$ cat src/rtl/posit_pkg.sv
// rtl/posit_pkg.sv - shared constants and FSM state type for the posit multiplier
//
// Purpose : Common posit format parameters, the controller watchdog default and
//           the controller state encoding, imported by the posit control blocks.
// Ports   : none (package)

package posit_pkg;

   // Posit format shared with the datapath units (exponent size, regime field width).
   localparam int ES              = 2;
   localparam int K_BITS          = 5;

   // Default watchdog budget per sub-unit phase, in clock cycles.
   localparam int TIMEOUT_DEFAULT = 64;

   // Controller state encoding.
   localparam int         ST_W      = 3;
   localparam logic [2:0] ST_IDLE   = 3'd0;
   localparam logic [2:0] ST_DECODE = 3'd1;
   localparam logic [2:0] ST_EXEC   = 3'd2;
   localparam logic [2:0] ST_NORM   = 3'd3;
   localparam logic [2:0] ST_HOLD   = 3'd4;

   typedef enum logic [ST_W-1:0] {
      S_IDLE   = ST_IDLE,
      S_DECODE = ST_DECODE,
      S_EXEC   = ST_EXEC,
      S_NORM   = ST_NORM,
      S_HOLD   = ST_HOLD
   } state_e;

endpackage

$ cat src/rtl/phase_watchdog.sv
// rtl/phase_watchdog.sv - per-phase cycle watchdog for the posit multiplier controller
//
// Purpose : Counts cycles spent in the current phase; flags expiry on the
//           TIMEOUT-th enabled cycle since the last clear.
// Ports   : clk, rst_n   clock, asynchronous active-low reset
//           clear_i      restart count from zero (phase entry), wins over enable_i
//           enable_i     count this cycle (controller is in a timed phase)
//           expired_o    current enabled cycle is the last one of the budget

module phase_watchdog
   import posit_pkg::*;
#(
   parameter int TIMEOUT = TIMEOUT_DEFAULT
) (
   input  logic clk,
   input  logic rst_n,
   input  logic clear_i,
   input  logic enable_i,
   output logic expired_o
);

   localparam int            CW   = $clog2(TIMEOUT + 1);
   localparam logic [CW-1:0] LAST = CW'(TIMEOUT - 1);

   logic [CW-1:0] cnt_q, cnt_d;

   // Saturate at LAST so a stalled phase never wraps back to a short count.
   always_comb begin
      cnt_d = cnt_q;
      if (clear_i) begin
         cnt_d = '0;
      end else if (enable_i && (cnt_q != LAST)) begin
         cnt_d = cnt_q + CW'(1);
      end
   end

   always_ff @(posedge clk or negedge rst_n) begin
      if (!rst_n) begin
         cnt_q <= '0;
      end else begin
         cnt_q <= cnt_d;
      end
   end

   assign expired_o = enable_i && (cnt_q == LAST);

endmodule

$ cat src/rtl/posit_mul_ctrl.sv
// rtl/posit_mul_ctrl.sv - sequencing controller for the posit multiplier sub-units
//
// Purpose : Steps decoder, exponent adder + mantissa multiplier, and normaliser
//           through IDLE/DECODE/EXEC/NORM/HOLD, routes NaR/zero special cases
//           straight to HOLD, and aborts any phase exceeding TIMEOUT cycles.
// Ports   : clk, rst_n                          clock, asynchronous active-low reset
//           in_valid / in_ready                 operand handshake (ready only in IDLE)
//           dec_start / dec_done, dec_nar/zero  decoder control and class flags
//           exp_start / exp_done / exp_recieved exponent adder control, exp_nar/zero flags
//           mant_start / mant_done / mant_recieved  mantissa multiplier control
//           norm_start / norm_done              normaliser/encoder control
//           out_valid / out_ready               result handshake
//           res_nar, res_zero                   result-class override for encoder mux
//           err                                 sticky timeout flag
//           busy                                controller not idle

module posit_mul_ctrl
   import posit_pkg::*;
#(
   parameter int TIMEOUT = TIMEOUT_DEFAULT
) (
   input  logic clk,
   input  logic rst_n,
   input  logic in_valid,
   output logic in_ready,
   output logic dec_start,
   input  logic dec_done,
   input  logic dec_nar,
   input  logic dec_zero,
   output logic exp_start,
   input  logic exp_done,
   output logic exp_recieved,
   input  logic exp_nar,
   input  logic exp_zero,
   output logic mant_start,
   input  logic mant_done,
   output logic mant_recieved,
   output logic norm_start,
   input  logic norm_done,
   output logic out_valid,
   input  logic out_ready,
   output logic res_nar,
   output logic res_zero,
   output logic err,
   output logic busy
);

   state_e state_q, state_d;
   logic   exp_seen_q, exp_seen_d;
   logic   mant_seen_q, mant_seen_d;
   logic   exp_nar_q, exp_nar_d;
   logic   exp_zero_q, exp_zero_d;
   logic   res_nar_q, res_nar_d;
   logic   res_zero_q, res_zero_d;
   logic   err_q, err_d;

   logic   wd_clear, wd_enable, wd_expired;
   logic   exp_got, mant_got, x_nar, x_zero;

   assign wd_enable = (state_q == S_DECODE) || (state_q == S_EXEC) || (state_q == S_NORM);

   phase_watchdog #(.TIMEOUT(TIMEOUT)) u_watchdog (
      .clk       (clk),
      .rst_n     (rst_n),
      .clear_i   (wd_clear),
      .enable_i  (wd_enable),
      .expired_o (wd_expired)
   );

   // A done level counts if seen now or latched earlier in this EXEC phase.
   assign exp_got  = exp_seen_q  || exp_done;
   assign mant_got = mant_seen_q || mant_done;
   // Exponent flags come from the cycle exp_done was first seen.
   assign x_nar    = exp_seen_q ? exp_nar_q  : exp_nar;
   assign x_zero   = exp_seen_q ? exp_zero_q : exp_zero;

   // Start pulses are issued on the transition cycle (Mealy) so a zero-wait
   // sub-unit answers on the very next cycle, giving the minimum latency.
   always_comb begin
      state_d       = state_q;
      exp_seen_d    = exp_seen_q;
      mant_seen_d   = mant_seen_q;
      exp_nar_d     = exp_nar_q;
      exp_zero_d    = exp_zero_q;
      res_nar_d     = res_nar_q;
      res_zero_d    = res_zero_q;
      err_d         = err_q;
      wd_clear      = 1'b0;
      dec_start     = 1'b0;
      exp_start     = 1'b0;
      mant_start    = 1'b0;
      norm_start    = 1'b0;
      exp_recieved  = 1'b0;
      mant_recieved = 1'b0;

      case (state_q)
         S_IDLE: begin
            if (in_valid) begin
               dec_start = 1'b1;
               wd_clear  = 1'b1;
               state_d   = S_DECODE;
            end
         end

         S_DECODE: begin
            if (dec_done) begin
               wd_clear = 1'b1;
               if (dec_nar) begin
                  res_nar_d = 1'b1;
                  state_d   = S_HOLD;
               end else if (dec_zero) begin
                  res_zero_d = 1'b1;
                  state_d    = S_HOLD;
               end else begin
                  exp_start  = 1'b1;
                  mant_start = 1'b1;
                  state_d    = S_EXEC;
               end
            end else if (wd_expired) begin
               err_d     = 1'b1;
               res_nar_d = 1'b1;
               state_d   = S_HOLD;
            end
         end

         S_EXEC: begin
            if (exp_done && !exp_seen_q) begin
               exp_seen_d = 1'b1;
               exp_nar_d  = exp_nar;
               exp_zero_d = exp_zero;
            end
            if (mant_done) begin
               mant_seen_d = 1'b1;
            end
            if (exp_got && mant_got) begin
               exp_recieved  = 1'b1;
               mant_recieved = 1'b1;
               exp_seen_d    = 1'b0;
               mant_seen_d   = 1'b0;
               wd_clear      = 1'b1;
               if (x_nar) begin
                  res_nar_d = 1'b1;
                  state_d   = S_HOLD;
               end else if (x_zero) begin
                  res_zero_d = 1'b1;
                  state_d    = S_HOLD;
               end else begin
                  norm_start = 1'b1;
                  state_d    = S_NORM;
               end
            end else if (wd_expired) begin
               exp_seen_d  = 1'b0;
               mant_seen_d = 1'b0;
               err_d       = 1'b1;
               res_nar_d   = 1'b1;
               state_d     = S_HOLD;
            end
         end

         S_NORM: begin
            if (norm_done) begin
               wd_clear = 1'b1;
               state_d  = S_HOLD;
            end else if (wd_expired) begin
               err_d     = 1'b1;
               res_nar_d = 1'b1;
               state_d   = S_HOLD;
            end
         end

         S_HOLD: begin
            if (out_ready) begin
               res_nar_d  = 1'b0;
               res_zero_d = 1'b0;
               state_d    = S_IDLE;
            end
         end

         default: begin
            state_d = S_IDLE;
         end
      endcase
   end

   always_ff @(posedge clk or negedge rst_n) begin
      if (!rst_n) begin
         state_q     <= S_IDLE;
         exp_seen_q  <= 1'b0;
         mant_seen_q <= 1'b0;
         exp_nar_q   <= 1'b0;
         exp_zero_q  <= 1'b0;
         res_nar_q   <= 1'b0;
         res_zero_q  <= 1'b0;
         err_q       <= 1'b0;
      end else begin
         state_q     <= state_d;
         exp_seen_q  <= exp_seen_d;
         mant_seen_q <= mant_seen_d;
         exp_nar_q   <= exp_nar_d;
         exp_zero_q  <= exp_zero_d;
         res_nar_q   <= res_nar_d;
         res_zero_q  <= res_zero_d;
         err_q       <= err_d;
      end
   end

   assign in_ready  = (state_q == S_IDLE);
   assign busy      = (state_q != S_IDLE);
   assign out_valid = (state_q == S_HOLD);
   assign res_nar   = res_nar_q;
   assign res_zero  = res_zero_q;
   assign err       = err_q;

endmodule

$ cat config.mk
export PLATFORM = sky130hd
export DESIGN_NAME = posit_mul_ctrl
export DESIGN_NICKNAME = d
export VERILOG_FILES = /design/src/rtl/posit_pkg.sv /design/src/rtl/phase_watchdog.sv /design/src/rtl/posit_mul_ctrl.sv
export SDC_FILE = /design/constraint.sdc
export NUM_CORES = 1
export LEC_CHECK = 0
export ABC_AREA = 1
export CAP_MARGIN = 40
export CORE_UTILIZATION = 50
export CTS_BUF_LIST = sky130_fd_sc_hd__clkbuf_8 sky130_fd_sc_hd__clkbuf_16
export DETAILED_ROUTE_END_ITERATION = 8
export DONT_BUFFER_PORTS = 1
export PLACE_DENSITY_LB_ADDON = 0.2
export SLEW_MARGIN = 10
export SYNTH_ARGS = -nofsm -noshare
export SYNTH_HDL_FRONTEND = slang
export SYNTH_SLANG_ARGS = --single-unit
$ cat constraint.sdc
create_clock -name clk -period 3.75 [get_ports clk]
set_clock_uncertainty 0.2 [all_clocks]
set_input_delay 0.375 -clock clk [delete_from_list [all_inputs] [get_ports clk]]
set_output_delay 0.375 -clock clk [all_outputs]
set_load 0.02 [all_outputs]
==> results.sh <==
export IMPL_power_mw=0.906
export IMPL_dieWidth_um=50.5
export IMPL_cp_end_kind="output pin"
export IMPL_hold_buffers=1
export IMPL_grt_pass1_wl_um=4570
export IMPL_cts_tree="yes"
export IMPL_final_cells=209
export IMPL_cts_max_path_buffers=2
export IMPL_grt_overflow_total=0
export IMPL_power_switching_mw=0.457
export IMPL_n_fill_cell=214
export IMPL_nNetsFinal=195
export IMPL_grt_max_degree=18
export IMPL_post_cts_resized=0
export IMPL_p_per_area_nw_per_um2=728
export IMPL_yosysSeqAreaShare_pct=36.1
export IMPL_drc=0
export IMPL_start_kind="flop"
export IMPL_regMostFlops="u_watchdog.cnt_q"
export IMPL_status="finished, final reports clean"
export IMPL_timing_rr_start="state_q[2]$_DFFE_PN0P_"
export IMPL_ys_top_cells_by_area="dfrtp_1 36%, nand2_1 14%, nand3_1 9.8%"
export IMPL_h_tree_depth=1
export IMPL_die_h_um=50.5
export IMPL_syn_area_per_cell_um2=6.58
export IMPL_multi_input_area_um2=628
export IMPL_finalHoldViolations=0
export IMPL_rr_endpoint="state_q[1]$_DFFE_PN0P_"
export IMPL_die_area_um2=2550
export IMPL_clock_power_share_pct=14.5
export IMPL_critPathLaunch="state_q[2]$_DFFE_PN0P_"
export IMPL_required_ps=3170
export IMPL_report_final_slew_viol_count=0
export IMPL_grt_use_total_pct=24.1
export IMPL_min_period_ps=2470
export IMPL_initial_core_util_pct=53.2
export IMPL_pwr_share_seq_pct=34.3
export IMPL_worst_pin_slew_ps=806
export IMPL_clkTransAtPathRegs_ps=70
export IMPL_drtPass1Iterations=4
export IMPL_num_vias=1118
export IMPL_leakage_nw=0.679
export IMPL_rrSetupSlack_ps=1670
export IMPL_drtIter0Drc=26
export IMPL_drive_gt1_share_pct=8.84
export IMPL_yosys_register_bits=17
export IMPL_hpwlAfterDp_um=2060
export IMPL_reg_top3="u_watchdog.cnt_q: 7 flops, state_q: 3 flops"
export IMPL_finalSetupViolCount=0
export IMPL_synth_top_cell_area_share_pct=36.1
export IMPL_timing_hold_ws_ps=91.8
export IMPL_vdd_drop_max_mv=0.379
export IMPL_power_frac_comb_pct=51.2
export IMPL_swShare_pct=50.4
export IMPL_gp_congestion=0.856
export IMPL_numPortBuffers=0
export IMPL_area_growth_pct=5.74
export IMPL_max_freq_mhz=405
export IMPL_hp_class="in -> reg"
export IMPL_syn_instance_count=179
export IMPL_ant_nets=0
export IMPL_grt_pass1_vias=1104
export IMPL_yosysTopAreaCell="dfrtp_1"
export IMPL_max_cap_violations=0
export IMPL_clock_sinks=17
export IMPL_arrival_ps=1890
export IMPL_wl_per_cell_um=12.3
export IMPL_synth_cell_types=20
export IMPL_clock_latency_ps=250
export IMPL_slew_headroom_pct=46.1
export IMPL_cp_max_fo=7
export IMPL_synth_nets=192
export IMPL_post_cts_setup_buffer_count=0
export IMPL_finalCritPeriodShare_pct=65.8
export IMPL_io_pin_count=24
export IMPL_diodes=0
export IMPL_tns_ps=0
export IMPL_antenna_found_initial=0
export IMPL_dp_cells=204
export IMPL_r2r_cells=9
export IMPL_largest_reg_flops=7
export IMPL_final_area_um2=1240
export IMPL_power_internal_mw=0.450
export IMPL_rsz0062_at_grt="no"
export IMPL_synth_warnings=0
export IMPL_critPathCapture="norm_start"
export IMPL_register_area_um2=425
export IMPL_dpl_cell_area_um2=1190
export IMPL_routed_via_density=5.35
export IMPL_netlist_area_um2=1180
export IMPL_cts_buffers=3
export IMPL_path_class="reg -> out"
export IMPL_rows=17
export IMPL_root_buffer="clkbuf_8"
export IMPL_drt_total_wl_um=2560
export IMPL_core_area_um2=2210
layout make-up:
cell class | count | share of cell area (%)
Clock buffer | 3 | 3.32
Clock inverter | 1 | 0.302
Inverter | 27 | 8.14
Multi-Input combinational cell | 132 | 50.5
Sequential cell | 17 | 34.2
Tap cell | 28 | 2.81
Timing Repair Buffer | 1 | 0.804
cell families (layout without fill, tap and decap cells):
group                    count (synthesis)  after routing  synth area share, %
adder cells (fa/ha/maj)                  1              1                 1.06
XOR/XNOR                                 1              1                0.744
AND/OR/NAND/NOR                        113            113                 43.8
AO/OA/AOI/OAI                           17             17                 7.76
buffers and inverters                   30             32                 10.5
flip-flops                              17             17                 36.1
worst min-delay path by stage:
stage                  start                endpoint  slack, ps  cells past startpoint
floorplan              rst_n         err$_DFFE_PN0P_       -120                      0
global placement       rst_n   exp_nar_q$_DFFE_PN0P_       -120                      0
detailed placement     rst_n  exp_zero_q$_DFFE_PN0P_       -120                      0
CTS                 exp_zero  exp_zero_q$_DFFE_PN0P_         80                      2
global route         exp_nar   exp_nar_q$_DFFE_PN0P_        100                      2
finish              exp_zero  exp_zero_q$_DFFE_PN0P_         90                      2
stage by stage:
stage / setup WS (ps) / util [%]
6_report: 1280 / 56.3
5_1_grt: 1150 / 56.3
4_1_cts: 1280 / 56.3
3_5_place_dp: 1560 / 53.8
3_3_place_gp: 1590 / 53.8
2_1_floorplan: 1870 / -
synth_stat cells:
cell type and n:
nor2_2 1, o21bai_1 2, inv_1 25, dfrtp_1 17
nand2_1 45, nor3_2 1, o22ai_1 1, o21ai_0 11
ha_1 1, nand2_2 6, inv_2 2, nand3_1 23
nand3b_1 3, nand2_4 1, xnor2_1 1, a21oi_1 3
nor2_1 29, buf_4 3, nor2_4 2, nand4_1 2
placed cells by master, fill, tap and decap left out, types with 2 or more instances in the layout:
cell type / instances
nand3b_1: 3
a21oi_1: 3
nand4_1: 2
o21bai_1: 2
o21ai_0: 11
nand2_2: 6
clkbuf_8: 3
nand3_1: 23
inv_2: 2
nor2_4: 2
nand2_1: 45
dfrtp_1: 17
nor2_1: 29
inv_1: 26
worst max-delay path, cell delays in order, from the launching register on:
cell and delay [ps]:
dfrtp_1 450, inv_2 140, nand2_2 90, nor2_4 180, nand2_4 90, inv_1 340
nand2_1 140, inv_1 210
power by group through the flow:
stage	Clock, mW	Sequential, mW	Combinational [mW]
finish	0.131	0.311	0.464
global placement	0	0.311	0.450
global route	0.144	0.320	0.536
detailed placement	0	0.315	0.458
floorplan	0	0.296	0.393
CTS	0.137	0.311	0.464
per-layer routing:
metal / routed length (um) / vias up / track usage, %
li1: - / 564 / -
met1: 1160 / 530 / 28.8
met2: 1320 / 20 / 42.2
met3: 55 / 4 / 3.64
met4: 31 / 0 / 10.6
met5: 0 / - / 0
(Power assumes the default switching activity.)
==> variant: new RTL, config.mk and constraints unchanged <==
Change the package constant `ST_W` from 3 to 5.
--- a/src/rtl/posit_pkg.sv
+++ b/src/rtl/posit_pkg.sv
@@ -14,7 +14,7 @@
    localparam int TIMEOUT_DEFAULT = 64;
 
    // Controller state encoding.
-   localparam int         ST_W      = 3;
+   localparam int         ST_W      = 5;
    localparam logic [2:0] ST_IDLE   = 3'd0;
    localparam logic [2:0] ST_DECODE = 3'd1;
    localparam logic [2:0] ST_EXEC   = 3'd2;
Check against the original RTL: no difference found for any inputs over 10 cycles, from zero or initial values and one cycle with rst_n low; that may be too few to reach the edited logic, so the function may still have changed.
==> variant against the unedited design <==
Sequential share of layout area increased by 1.6 points. Synthesized area increased by 6.6%. Final area increased by 6.7%. Setup slack improved by 0.16 ns. First-iteration DRC count increased by 110%. Wire length increased by 2.4%. Maximum frequency increased by 7.0%. Sequential cell count increased by 2. Critical path type unchanged. Highest routed layer unchanged.
Power is not compared: it rests on default switching activity, and its combinational part moved more than twofold at a synthesized area within 25%.
==> variant: results (changes against the unedited design) <==
| Metric | Value |
|---|---|
| Sequential-to-total area share from yosys stat | `0.3789 (+0.01755)` |
| Peak VDD IR | `244.8 µV` |
| Placed Instance Area | `1274 µm² (+7.0%)` |
| Synth top cells by count | `nand2_1, nor2_1, inv_1, dfrtp_1, nand3_1` |
| Hold path depth | `2 (unchanged)` |
| Grt met2 use | `0.3846 (-0.03761)` |
| Initial antenna violation count | `0 (unchanged)` |
| Hold-fix buffers, CTS | `1 (unchanged)` |
| # diodes | `0 (unchanged)` |
| Type of the worst min-delay path | `in -> reg` |
| Critical-path top delay cell | `nor2_1` |
| Root buf cell | `clkbuf_8` |
| Largest net degree at the start of global routing | `20 (+2)` |
| Busiest grt layer | `met2` |
| Iteration-0 DRC Markers | `55 (+110%)` |
| Slew HR | `0.4472 (-0.01340)` |
| Post-Route WL | `2622 µm (+2.4%)` |
| Gr usage total | `0.2286 (-0.01197)` |
| DP HPWL | `2068 µm (+0.37%)` |
| IO buf count | `0 (unchanged)` |
| Row cnt | `17 (unchanged)` |
| Layout cells sized above 1 | `0.1552 (+0.06677)` |
| Largest regs | `u_watchdog.cnt_q (7), state_q (5)` |
| CTS max path bufs | `2 (unchanged)` |
| Critical path peak fanout | `7 (unchanged)` |
| Critical Path Max Stage Delay | `0.65 ns (+0.20 ns)` |
| First-pass GRT wire length | `4464 µm (-2.3%)` |
| Count of unique library cells instantiated by Yosys | `29 (+45%)` |
| TritonRoute pass-1 iters | `4 (unchanged)` |
| Reg2reg setup slack | `1.80 ns (+0.13 ns)` |
| GP Congestion | `0.9979 (+17%)` |
| Met1 usage in global routing | `0.2605 (-0.02715)` |
| Net count reported at finish | `188 (-3.6%)` |
| Delay-heaviest family, CP | `simple AND/OR/NAND/NOR gates` |
| GR Util met3 | `0.07310 (+0.03674)` |
| H-tree depth | `1 (unchanged)` |
| R2R depth | `5 (-4)` |
| Worst setup startpoint | `state_q[2]$_DFFE_PN0P_` |
| Synth area leaders | `dfrtp_1, nand2_1, nand3_1, nor2_1, inv_1` |
| Status | `finished clean` |
| Async S/R FF share, synth | `1.000 (unchanged)` |
| PostCTS Resize Cnt | `0 (unchanged)` |
| Via-to-Cell Ratio | `5.401 (+0.97%)` |
| Max reg flops | `7 (unchanged)` |
| Critical Path Sink | `exp_start` |
| R2R Path End | `state_q[1]$_DFFE_PN0P_` |
| Vias in the first global route | `1090 (-1.3%)` |
| Clock latency on the worst-skew pair | `0.26 ns` |
-- variant: cell types whose count changed after synthesis, moves of 3 or more --
cell,change
a21oi_1,+4
inv_1,-4
inv_2,+3
nand2_1,-13
nand3_1,-5
nand3b_1,-3
nor2_1,-6
nor2_4,+3
nor3_1,+3
o21ai_0,-4
-- variant: where the power goes --
part	internal [µW]	switching [µW]	total (µW)
combinational	16.8	34.9	51.6
sequential	217	15.1	232
clock	72.9	67.6	141
-- variant: metrics by stage --
stage / power [µW] / setup slack (ns) / instances / util
floorplan: 274.2 / 1.842 / 172 / -
global placement: 280.9 / 1.802 / 197 / 0.5545
detailed placement: 283.1 / 1.744 / 197 / 0.5545
CTS: 430.9 / 1.457 / 202 / 0.5784
global route: 451.5 / 1.367 / 202 / 0.5784
finish: 423.9 / 1.444 / 202 / 0.5784
-- variant: logic make-up (layout without fill, tap and decap cells) --
logic type	after synthesis	after routing	share of synthesized area
and+or+nand+nor	97	97	0.3968
DFF	19	19	0.3789
adders and majority gates	1	1	0.009968
other	1	2	0.002988
xor gates and xnor gates	2	2	0.01396
AOI/OAI and AO/OA	22	22	0.1037
buffers and inverters	29	31	0.09372
-- variant: how the worst min path moves through the flow --
stage	from	to	slack, ns
detailed placement	rst_n	exp_nar_q$_DFFE_PN0P_	-0.12
CTS	exp_nar	exp_nar_q$_DFFE_PN0P_	0.08
floorplan	rst_n	err$_DFFE_PN0P_	-0.12
finish	exp_nar	exp_nar_q$_DFFE_PN0P_	0.08
global placement	rst_n	exp_nar_q$_DFFE_PN0P_	-0.12
global route	exp_done	exp_seen_q$_DFFE_PN0P_	0.10
-- variant: final cells by class --
type | instances | area [µm²]
Fill cell | 229 | 968.4
Multi-Input combinational cell | 124 | 665.6
Inverter | 26 | 97.59
Tap cell | 28 | 35.03
Timing Repair Buffer | 1 | 10.01
Clock buffer | 3 | 41.29
Clock inverter | 1 | 3.754
Sequential cell | 19 | 475.5
-- variant: per-layer routing --
metal / vias up / wire [µm] / part of all wire
li1: 548 / - / -
met1: 503 / 1130 / 0.43
met2: 32 / 1244 / 0.47
met3: 8 / 194 / 0.074
met4: 0 / 52 / 0.020
met5: - / 0 / 0
